<file path="config.mk">
export PLATFORM = sky130hd
export DESIGN_NAME = gfx256_wbm_readwrite
export DESIGN_NICKNAME = d
export VERILOG_FILES = /design/src/rtl/gfx256_wbm_readwrite.sv
export SDC_FILE = /design/constraint.sdc
export NUM_CORES = 1
export LEC_CHECK = 0
export BUFFER_PORTS_ARGS = -buffer_cell sky130_fd_sc_hd__buf_2
export CORE_AREA = 8 8 450 452
export DETAILED_ROUTE_END_ITERATION = 16
export DIE_AREA = 0 0 458 460
export SETUP_SLACK_MARGIN = 0.5
export SYNTH_ARGS = -nofsm -noshare
export SYNTH_HDL_FRONTEND = slang
export SYNTH_SLANG_ARGS = --single-unit
</file>
<file path="constraint.sdc">
create_clock -name clk_i -period 2.1 [get_ports clk_i]
set_input_delay 0 -clock clk_i [delete_from_list [all_inputs] [get_ports clk_i]]
set_output_delay 0 -clock clk_i [all_outputs]
set_load 0.01 [all_outputs]
</file>
<file path="src/rtl/gfx256_wbm_readwrite.sv">
// gfx256_wbm_readwrite: single-transfer Wishbone B3 classic master with bus timeout and error return
module gfx256_wbm_readwrite #(
  parameter int WID = 256,
  parameter int TIMEOUT = 1023,
  localparam int LSB = $clog2(WID/8),
  localparam int CW = (TIMEOUT > 0) ? $clog2(TIMEOUT+1) : 1
) (
  input  logic              clk_i,
  input  logic              rst_i,
  input  logic              read_request_i,
  input  logic              write_request_i,
  input  logic [31-LSB:0]   adr_i,
  input  logic              we_i,
  input  logic [WID/8-1:0]  sel_i,
  input  logic [WID-1:0]    wdat_i,
  output logic [WID-1:0]    rdat_o,
  output logic              ack_o,
  output logic              err_o,
  output logic              busy_o,
  output logic              wb_cyc_o,
  output logic              wb_stb_o,
  output logic [2:0]        wb_cti_o,
  output logic [1:0]        wb_bte_o,
  output logic              wb_we_o,
  output logic [WID/8-1:0]  wb_sel_o,
  output logic [31:0]       wb_adr_o,
  output logic [WID-1:0]    wb_dat_o,
  input  logic [WID-1:0]    wb_dat_i,
  input  logic              wb_ack_i,
  input  logic              wb_err_i
);
  typedef enum logic [1:0] {IDLE, BUS, ACK} state_t;
  state_t state;
  logic [CW-1:0] cnt;
  logic tmo, done, fail;
  assign wb_cti_o = 3'b000;
  assign wb_bte_o = 2'b00;
  assign tmo = (TIMEOUT != 0) && (cnt == CW'(TIMEOUT-1));
  assign done = wb_err_i || wb_ack_i || tmo;
  // termination without a slave ack is either a slave error or a timeout
  assign fail = wb_err_i || !wb_ack_i;
  always_ff @(posedge clk_i)
    if (rst_i) begin
      state <= IDLE;
      cnt <= '0;
      wb_cyc_o <= 1'b0;
      wb_stb_o <= 1'b0;
      wb_we_o <= 1'b0;
      wb_sel_o <= '0;
      wb_adr_o <= '0;
      wb_dat_o <= '0;
      rdat_o <= '0;
      ack_o <= 1'b0;
      err_o <= 1'b0;
      busy_o <= 1'b0;
    end else begin
      ack_o <= 1'b0;
      err_o <= 1'b0;
      case (state)
        IDLE: if (read_request_i || write_request_i) begin
          state <= BUS;
          cnt <= '0;
          busy_o <= 1'b1;
          wb_cyc_o <= 1'b1;
          wb_stb_o <= 1'b1;
          wb_we_o <= write_request_i & we_i;
          wb_adr_o <= {adr_i, {LSB{1'b0}}};
          wb_sel_o <= sel_i;
          wb_dat_o <= wdat_i;
        end
        BUS: if (done) begin
          state <= ACK;
          wb_cyc_o <= 1'b0;
          wb_stb_o <= 1'b0;
          wb_we_o <= 1'b0;
          ack_o <= 1'b1;
          err_o <= fail;
          if (!wb_we_o) rdat_o <= fail ? '0 : wb_dat_i;
        end else cnt <= cnt + CW'(1);
        default: begin
          state <= IDLE;
          busy_o <= 1'b0;
        end
      endcase
    end
endmodule

</file>
==> metrics.csv <==
stage,metric,value,unit
yosys,muxShareOfSynthArea,11.4,%
job,cap_violations,0,
setup_path,r2r_slack,40,ps
yosys,synth_edf_count,0,
sta,fin_worst_skew,50.5,ps
yosys,synthCells,2588,
final_layout,postLayoutCoreUtil,21.7,%
clocking,clockRootBuffer,clkbuf_16,
setup_path,cpMostUsedCell,buf_12,
floorplan,fp.dieW,458,um
final_layout,fin_area,42600,sq um
place,port_buffers,1154,
power_and_ir_drop,finalPower,31.8,mW
grt,grt_pass1_wl,195,mm
clocking,clock_sinks,588,
setup_path,crit_type,reg2reg,
detailed_routing,wl_per_cell,21.1,um
clocking,cts_tree,done,
yosys,synth-main-ff-cell,dfxtp_1,
yosys,synth_compound_area_share,7.92,%
yosys,yosys-top-cells-count,"nand2_1, dfxtp_1, a21oi_1, nand2b_1, mux2i_1",
detailed_routing,wl_met2,69.9,mm
detailed_routing,drc_errors,0,
clocking,clk_path_buf_depth,3,
yosys,synth.area.top_cells,"dfxtp_1, nand2_1, mux2i_1",
run_status,status,"complete, no violations",
setup_path,reg2reg_to,rdat_o[53]$_SDFFE_PP0P_,
setup_path,cp_num_buf_inv,6,
yosys,synth-seq-cells,588,
power_and_ir_drop,power_leakage,18.5,nW
yosys,yosysSeqAreaShare,52.5,%
setup_path,start_kind,register,
yosys,synth_xor_area_share,0,%
yosys,synth.top_cell.area_share,52.5,%
place,place_area,31300,sq um
floorplan,fp.dieH,460,um
sta,rsz0062_at_grt,yes,
sta,hold_violations,0,
clocking,clk_pin_slew,70,ps
final_layout,nFillCells,21000,
setup_path,slowest_delay,330,ps
power_and_ir_drop,powerDensity,748,nW/um^2
detailed_routing,avgViaCountPerCell,3.70,
detailed_routing,drt_iter0_drc,1810,
detailed_routing,wirelength,150,mm
floorplan,num_rows,163,
yosys,yosysTopAreaCell,dfxtp_1,
clocking,h-tree-depth,3,
floorplan,io_pins,1165,
sta,relSlewSlack,57.8,%
detailed_routing,wl_met1,55.4,mm
setup_path,r2r_cells,11,
setup_path,crit_path_end,rdat_o[53]$_SDFFE_PP0P_,
setup_path,critPathMaxFanout,6,
yosys,ys_warn_count,0,
yosys,netlist_area,22400,sq um
sta,slew_viol_final,0,
setup_path,crit_path_end_kind,register,
detailed_routing,dr.pass1.iters,5,
setup_path,crit_start,cnt[0]$_SDFFE_PP0P_,
final_layout,drive_gt1_share,33.7,%
sta,layout_min_cycle_time,2060,ps
grt,grt_pass1_vias,26700,
grt,grt_max_degree,174,
setup_path,required,2700,ps
clocking,insertion_delay,690,ps
yosys,synthDistinctLibCells,37,
detailed_routing,wl_met3,15.8,mm
yosys,yosys.area_share.simple,23.2,%
sta,hold_ws,100,ps
setup_path,cp_slowest_cell,dfxtp_2,
setup_path,r2r-start,cnt[0]$_SDFFE_PP0P_,
grt,antenna_found_initial,51,
grt,track_usage,12.6,%
yosys,synth.most_common_cell,nand2_1,
final_layout,area_growth,90.0,%
final_layout,fin_nets,5029,
floorplan,start_util,11.4,%
sta,setup_violations,0,
yosys,synth_adder_area_share,0.112,%
power_and_ir_drop,peakVddDrop,0.000750,V
setup_path,crit_family,buffers and inverters,
detailed_routing,vias,26200,
min_path,hp-class,in2reg,
detailed_routing,ant_nets,0,
place,dpl.hpwl,108,mm
sta,maxClockFrequency,486,MHz
floorplan,core_area,196000,sq um
sta,finalCritPeriodShare,98.0,%
yosys,synth_top_family_by_area,simple AND/OR/NAND/NOR gates,
setup_path,crit_cells,11,
sta,tightest_slew,634,ps
setup_path,arrival,2660,ps
sta,final.setup.tns,0,ps
yosys,async_flop_share,0,%
grt,overflow,0,
clocking,cts_buffers,75,
yosys,synth.avg_cell_area,8.66,sq um
setup_path,path_cells,inv_2 -> ha_4 -> and4_4 -> a31oi_4 -> nor3_4 -> buf_6 -> buf_12 -> buf_16 -> buf_12 -> clkbuf_16 -> mux2i_1,
place,routabilityCongestion,0.951,
detailed_routing,top_layer,met5,
floorplan,fp.dieArea,211000,sq um
## cells in the final DEF (no fill, tap or decap), types with 9 or more instances in the layout
| cell type | n |
|---|---|
| diode_2 | 22 |
| clkbuf_1 | 10 |
| nand2_2 | 12 |
| nand2_1 | 854 |
| dfxtp_1 | 585 |
| conb_1 | 10 |
| nand2_4 | 22 |
| buf_6 | 26 |
| mux2i_1 | 249 |
| dlygate4sd3_1 | 675 |
| buf_2 | 1153 |
| buf_8 | 9 |
| clkbuf_8 | 13 |
| nand2b_1 | 260 |
| clkbuf_16 | 102 |
| buf_12 | 32 |
| buf_4 | 44 |
| buf_16 | 16 |
| a21oi_1 | 294 |
| clkinv_2 | 19 |
| a21oi_2 | 27 |
## logic make-up after synthesis
logic type                 after synthesis
buffers and inverters                  211
and+or+nand+nor                       1186
other                                    1
AOI/OAI and AO/OA                      344
DFF                                    588
muxes                                  256
adders and majority gates                2
## layout make-up
| type | count | area (sq um) | share of cell area [%] |
|---|---|---|---|
| diodes | 22 | 55.1 | 0.129 |
| clock buffers | 99 | 2120 | 4.98 |
| multi-input cells | 1798 | 10000 | 23.5 |
| flip-flops and latches | 588 | 11800 | 27.7 |
| repair buffers | 1982 | 15000 | 35.3 |
| inverters | 4 | 15.0 | 0.0353 |
| well taps | 2557 | 3200 | 7.52 |
| clock inverters | 37 | 368 | 0.864 |
## through the flow
step	instances	setup WS (ps)
2_1_floorplan	2597	398
3_3_place_gp	6180	23.6
3_5_place_dp	6180	22.0
4_1_cts	7004	37.5
5_1_grt	7075	-61.3
6_report	7087	41.1
## metal layers
layer	track usage, %	vias up
li1	-	12100
met1	13.8	12400
met2	20.8	1429
met3	5.42	296
met4	6.53	16
met5	0	-
## worst min-delay path by stage
stage          depth (start not counted)                    endpoint     startpoint  slack (ps)
6_report                               4   wb_adr_o[26]$_SDFFE_PP0P_      adr_i[21]         100
5_1_grt                                4    rdat_o[158]$_SDFFE_PP0P_  wb_dat_i[158]          50
4_1_cts                                4    rdat_o[123]$_SDFFE_PP0P_  wb_dat_i[123]         0.1
3_5_place_dp                           3  wb_dat_o[214]$_SDFFE_PP0P_    wdat_i[214]         250
3_3_place_gp                           3  wb_dat_o[181]$_SDFFE_PP0P_    wdat_i[181]         240
2_1_floorplan                          2   wb_adr_o[10]$_SDFFE_PP0P_       adr_i[5]         140
## power by group
part / leakage [nW] / switching, mW / internal [mW] / total [mW]
clock network: 1.23 / 5.72 / 7.36 / 13.1
logic: 12.4 / 3.45 / 3.13 / 6.58
registers: 4.81 / 0.391 / 11.8 / 12.2
## registers in the layout (all words and copies together), names as in the netlist
signal    flops
rdat_o      256
wb_dat_o    256
wb_sel_o     32
wb_adr_o     27
cnt          10
state         2
ack_o         1
busy_o        1
err_o         1
wb_stb_o      1
wb_we_o       1
## worst register-to-register path: cells and delay by family, from the launching register on
family | cells | cell delay, ps
AO/OA/AOI/OAI | 1 | 100
adder cells (fa/ha/maj) | 1 | 130
buffers and inverters | 6 | 730
flip-flops | 1 | 330
multiplexers | 1 | 230
AND/OR/NAND/NOR | 2 | 440
## timing repair
item | 4_1_cts | 5_1_grt
setup endpoints to repair | 323 | 581
hold buffers | 676 | 0
resized for setup | 22 | 180
hold endpoints to repair | 587 | 0
pin swaps | 0 | 48
cloned | 5 | 31
setup buffers | 7 | 30
(Power assumes the default switching activity.)
